## src/rtl/pc_unit.sv

```systemverilog
// pc_unit: program counter for the fetch stage.
// Supports sequential step, PC-relative branch, absolute jump, call/return through
// a circular return-address stack, and a single-level trap / exception return.
module pc_unit #(
  parameter int unsigned ADDR_WIDTH   = 16,
  parameter int unsigned STEP         = 2,
  parameter logic [ADDR_WIDTH-1:0] RESET_VECTOR = '0,
  parameter logic [ADDR_WIDTH-1:0] TRAP_VECTOR  = ADDR_WIDTH'(16'h0100),
  parameter int unsigned RAS_DEPTH    = 4
) (
  input  logic                  clk,
  input  logic                  reset,
  input  logic                  stall,
  input  logic [2:0]            pc_op,
  input  logic [ADDR_WIDTH-1:0] target,
  output logic [ADDR_WIDTH-1:0] pc_out,
  output logic [ADDR_WIDTH-1:0] epc_out,
  output logic                  in_trap,
  output logic                  ras_empty,
  output logic                  ras_full,
  output logic                  ras_err,
  output logic                  misaligned
);

  localparam int unsigned AW    = ADDR_WIDTH;
  localparam int unsigned PTR_W = $clog2(RAS_DEPTH);
  localparam int unsigned CNT_W = PTR_W + 1;

  localparam logic [2:0] OP_SEQ    = 3'd0;
  localparam logic [2:0] OP_BRANCH = 3'd1;
  localparam logic [2:0] OP_JUMP   = 3'd2;
  localparam logic [2:0] OP_CALL   = 3'd3;
  localparam logic [2:0] OP_RET    = 3'd4;
  localparam logic [2:0] OP_TRAP   = 3'd5;
  localparam logic [2:0] OP_ERET   = 3'd6;

  // Low address bits that must be zero for a STEP-aligned PC.
  localparam logic [AW-1:0] LOW_MASK = AW'(STEP - 1);
  localparam logic [CNT_W-1:0] CNT_MAX = CNT_W'(RAS_DEPTH);

  logic [AW-1:0]    r_pc;
  logic [AW-1:0]    r_epc;
  logic             r_in_trap;
  logic [PTR_W-1:0] r_wp;
  logic [CNT_W-1:0] r_cnt;
  logic             r_ras_err;
  logic             r_misaligned;
  logic [AW-1:0]    r_ras [RAS_DEPTH];

  logic [AW-1:0]    w_pc_seq;
  logic [AW-1:0]    w_raw;
  logic             w_align;
  logic [AW-1:0]    w_pc_next;
  logic [AW-1:0]    w_epc_next;
  logic             w_trap_next;
  logic             w_push;
  logic             w_pop;
  logic             w_ras_err;
  logic             w_misaligned;
  logic             w_empty;
  logic             w_full;
  logic [PTR_W-1:0] w_top_idx;

  assign w_pc_seq  = r_pc + AW'(STEP);
  assign w_empty   = (r_cnt == '0);
  assign w_full    = (r_cnt == CNT_MAX);
  assign w_top_idx = r_wp - PTR_W'(1);

  // Next-state decode for PC, EPC, trap flag and RAS push/pop.
  always_comb begin
    w_raw        = w_pc_seq;
    w_align      = 1'b0;
    w_epc_next   = r_epc;
    w_trap_next  = r_in_trap;
    w_push       = 1'b0;
    w_pop        = 1'b0;
    w_ras_err    = 1'b0;
    unique case (pc_op)
      OP_BRANCH: begin
        w_raw   = r_pc + target;
        w_align = 1'b1;
      end
      OP_JUMP: begin
        w_raw   = target;
        w_align = 1'b1;
      end
      OP_CALL: begin
        w_raw     = target;
        w_align   = 1'b1;
        w_push    = 1'b1;
        w_ras_err = w_full;
      end
      OP_RET: begin
        w_align = 1'b1;
        if (w_empty) begin
          w_raw     = target;
          w_ras_err = 1'b1;
        end else begin
          w_raw = r_ras[w_top_idx];
          w_pop = 1'b1;
        end
      end
      OP_TRAP: begin
        w_raw = TRAP_VECTOR;
        if (!r_in_trap) begin
          w_epc_next  = r_pc;
          w_trap_next = 1'b1;
        end
      end
      OP_ERET: begin
        if (r_in_trap) begin
          w_raw       = r_epc;
          w_trap_next = 1'b0;
        end
      end
      default: w_raw = w_pc_seq;
    endcase
    w_misaligned = w_align && ((w_raw & LOW_MASK) != '0);
    w_pc_next    = w_align ? (w_raw & ~LOW_MASK) : w_raw;
  end

  // Control registers: reset wins, stall holds and clears the fault pulses.
  always_ff @(posedge clk) begin
    if (reset) begin
      r_pc         <= RESET_VECTOR;
      r_epc        <= '0;
      r_in_trap    <= 1'b0;
      r_wp         <= '0;
      r_cnt        <= '0;
      r_ras_err    <= 1'b0;
      r_misaligned <= 1'b0;
    end else if (stall) begin
      r_ras_err    <= 1'b0;
      r_misaligned <= 1'b0;
    end else begin
      r_pc         <= w_pc_next;
      r_epc        <= w_epc_next;
      r_in_trap    <= w_trap_next;
      r_ras_err    <= w_ras_err;
      r_misaligned <= w_misaligned;
      if (w_push) begin
        r_wp <= r_wp + PTR_W'(1);
        if (!w_full) r_cnt <= r_cnt + CNT_W'(1);
      end else if (w_pop) begin
        r_wp  <= w_top_idx;
        r_cnt <= r_cnt - CNT_W'(1);
      end
    end
  end

  // Return-address storage; contents beyond the count are don't-care, so no reset.
  always_ff @(posedge clk) begin
    if (!reset && !stall && w_push) begin
      r_ras[r_wp] <= w_pc_seq;
    end
  end

  assign pc_out     = r_pc;
  assign epc_out    = r_epc;
  assign in_trap    = r_in_trap;
  assign ras_empty  = (r_cnt == '0);
  assign ras_full   = (r_cnt == CNT_MAX);
  assign ras_err    = r_ras_err;
  assign misaligned = r_misaligned;

endmodule

```

## config.mk

```make
export PLATFORM = sky130hd
export DESIGN_NAME = pc_unit
export DESIGN_NICKNAME = d
export VERILOG_FILES = /design/src/rtl/pc_unit.sv
export SDC_FILE = /design/constraint.sdc
export NUM_CORES = 1
export LEC_CHECK = 0
export CAP_MARGIN = 20
export CORE_MARGIN = 2
export CORE_UTILIZATION = 49
export DETAILED_ROUTE_END_ITERATION = 10
export PLACE_DENSITY = 0.7
export RECOVER_POWER = 50
export SLEW_MARGIN = 10
export SYNTH_ARGS = -nofsm -noshare
export SYNTH_HDL_FRONTEND = slang
export SYNTH_SLANG_ARGS = --single-unit
```

## constraint.sdc

```tcl
create_clock -name clk -period 3.5 [get_ports clk]
set_clock_uncertainty 0.05 [all_clocks]
set_input_delay 0.525 -clock clk [delete_from_list [all_inputs] [get_ports clk]]
set_output_delay 0.525 -clock clk [all_outputs]
set_load 0.05 [all_outputs]
```

==> summary.md <==
| Metric | Value |
|---|---|
| Finished Core Util | 58.2% |
| Post-Route WL | 16000 um |
| Vias in the first global route | 4623 |
| Period utilization | 77.8% |
| Share of cells above drive strength 1 | 11.5% |
| DP Worst Slack | 0.471 ns |
| Clock buffer count from CTS | 9 |
| LEAKAGE | 2.54 nW |
| Clk_lat worst skew | 0.36 ns |
| Final Hold Fails | 0 |
| Biggest area consumer among synthesized cells | edfxtp_1 |
| Vias | 4819 |
| Fin. max-slew vios | 0 |
| RSZ-0062 raised after global routing | false |
| Post-synthesis async set-or-reset flop share | 0% |
| Worst reg2reg endpoint | pc_out[14] |
| CTS resizes | 0 |
| DR WL/cell | 20.8 um |
| Max-slew headroom | 39.4% |
| Total GRT Usage | 25.2% |
| # rows | 40 |
| Slew @ Worst Pin | 0.907 ns |
| Status | finished clean |
| Setup CP Type | primary input to flip-flop |
| Setup slack, reg-to-reg | 0.81 ns |
| Ports | 59 |
| Setup ws final | 0.777 ns |
| Crit. End Element | flip-flop |
| Area grow syn2layout | 16.3% |
| DRC violations left | 0 |
| HP Start | epc_out[12] |
| Total power | 2.95 mW |
| Flops & latches, synth | 104 |
| HP Class | flip-flop to flip-flop |
| Worst-path fanout max | 3 |
| Finish-stage setup viols | 0 |
| First-pass GRT wire length | 24900 um |
| I/O Buffers | 58 |
| First-pass detailed-route iteration total | 5 |
| Initial Util | 50.0% |
| H-tree levels | 3 |
| Startpoint Class | primary input |
| GPL Wtd Cong | 0.959 |
| Critical path required time | 3.75 ns |
| Die width | 115 um |
| Iteration-0 DRC Markers | 423 |
| Cell area after layout | 0.00699 mm^2 |
| Register area share after synthesis | 45.3% |
| Vias per std cell | 6.25 |
| Area of placed instances | 0.00676 mm^2 |
| Post-synth EDFFs | 64 |
| Syn Area/Cell | 10.7 um^2 |
| WP data arrival | 2.97 ns |
| Yosys warnings | 0 |
| Max-cap violation count | 0 |
| Crit path time final | 2.72 ns |
| Syn Nets | 605 |
| CTS root buf | clkbuf_16 |
| P per Cell Area | 422 mW/mm^2 |
| Core area | 0.0120 mm^2 |
| Clock transition at path regs | 0.07 ns |
| F_max | 367 MHz |
| Post-route ant nets | 0 |
| Nets@finish | 663 |
| Count of different cell masters after synthesis | 73 |
| DPL Wire Length | 11700 um |
| Share of the synthesized area in the top cell type | 32.0% |
| Ys flop type | edfxtp_1 |
| Ant diodes | 0 |
| Post-CTS setup buffers | 0 |
| TritonCTS clock tree | done |
| FF-to-FF path depth | 6 |
| Sink Count | 104 |
| Total grt overflow | 0 |
| Setup_tns | 0 ns |
| DIE AREA | 0.0132 mm^2 |
| Hold buffer count at CTS | 0 |
| Mapped Area | 0.00601 mm^2 |
| Maximum vdd drop | 0.391 mV |
| CTS Buffer Depth | 2 |
| Pin count of the biggest net entering global routing | 20 |
| Top cells by area in the synthesized netlist | edfxtp_1, dfxtp_1, mux4_2, ha_1, a21oi_1 |
| Min-Delay Path Depth | 2 |
| Worst r2r src | pc_out[3] |
| Die height | 115 um |
| Fill cells | 1055 |
| Initial antenna violation count | 0 |
| Cells after Synth | 561 |
| Hold EP | epc_out[12] |
==> layout make-up <==
type / instances / area, um^2 / share of cell area (%)
Clock buffer: 9 / 225 / 3.22
Clock inverter: 7 / 77.6 / 1.11
Inverter: 17 / 66.3 / 0.949
Multi-Input combinational cell: 405 / 2960 / 42.4
Sequential cell: 104 / 2720 / 39.0
Tap cell: 147 / 184 / 2.63
Timing Repair Buffer: 82 / 749 / 10.7
==> synthesized netlist by cell type (all sizes together), types with 4 or more instances <==
cell type and count:
edfxtp 64, nor2 55, a21oi 47, nand2 41, dfxtp 40, o21ai 28
buf 24, mux2i 22, ha 20, inv 17, mux4 16, nand3 14
xnor2 13, nor3 12, xor2 12, clkbuf 11, a221oi 9, and2 8
o211ai 8, a31oi 6, o21a 6, a211oi 5, and3 5, nand2b 5
nand4 5, nor4 5, a22o 4, and4 4, mux2 4, nor2b 4
o221ai 4, or3 4
==> worst max path at each step <==
stage,start,to,cells after the start,slack (ns)
after floorplan,r_wp[0],pc_out[15],11,0.91
after global placement,target[0],pc_out[12],10,0.52
after detailed placement,target[0],pc_out[14],10,0.47
after CTS,target[0],pc_out[14],10,0.80
after global routing,target[0],pc_out[14],10,0.44
final,target[0],pc_out[14],10,0.78
==> flip-flops by register name (all words and copies together) (netlist names) <==
name	count
r_ras	64
epc_out	16
pc_out	16
r_cnt	3
r_wp	2
in_trap	1
misaligned	1
ras_err	1
==> where the power goes <==
part | internal (mW) | switching [mW]
Clock | 0.562 | 0.472
Combinational | 0.209 | 0.335
Sequential | 1.33 | 0.0473
Total | 2.10 | 0.854
==> critical path, stage by stage <==
cell	delay, ns
clkdlybuf4s50_1	0.49
ha_1	0.21
inv_1	0.07
fa_1	0.38
nor2b_1	0.21
o31ai_1	0.15
and2_1	0.20
o311ai_0	0.44
a221oi_1	0.16
a21oi_2	0.14
==> metrics by stage <==
| stage | std cells | hold slack [ns] |
|---|---|---|
| after global routing | 771 | 0.495 |
| final | 771 | 0.469 |
| after global placement | 755 | 0.450 |
| after detailed placement | 755 | 0.459 |
| after floorplan | 561 | 0.433 |
| after CTS | 771 | 0.470 |
==> logic make-up after synthesis <==
kind of cell,synth area share (%)
and+or+nand+nor,15.0
AOI/OAI and AO/OA,16.4
DFF,45.3
buffers and inverters,4.39
muxes,10.4
xor gates and xnor gates,3.64
adders and majority gates,4.83
==> per-layer routing <==
metal / GRT usage, % / vias to the layer above / wire, um
met5: 0 / - / 0
met4: 9.72 / 0 / 490
met3: 4.59 / 30 / 1030
met2: 40.9 / 195 / 7670
met1: 33.8 / 2353 / 6840
li1: - / 2241 / -
==> cells in the final DEF, fill, tap and decap left out, types with 20 or more instances in the layout <==
cell	Yosys	layout
nand2_1	41	41
mux2i_1	22	22
dlygate4sd3_1	0	25
o21ai_0	28	28
ha_1	20	20
clkdlybuf4s50_1	0	33
dfxtp_1	40	40
nor2_1	54	54
buf_4	8	21
a21oi_1	45	45
edfxtp_1	64	64
(Power assumes the default switching activity.)
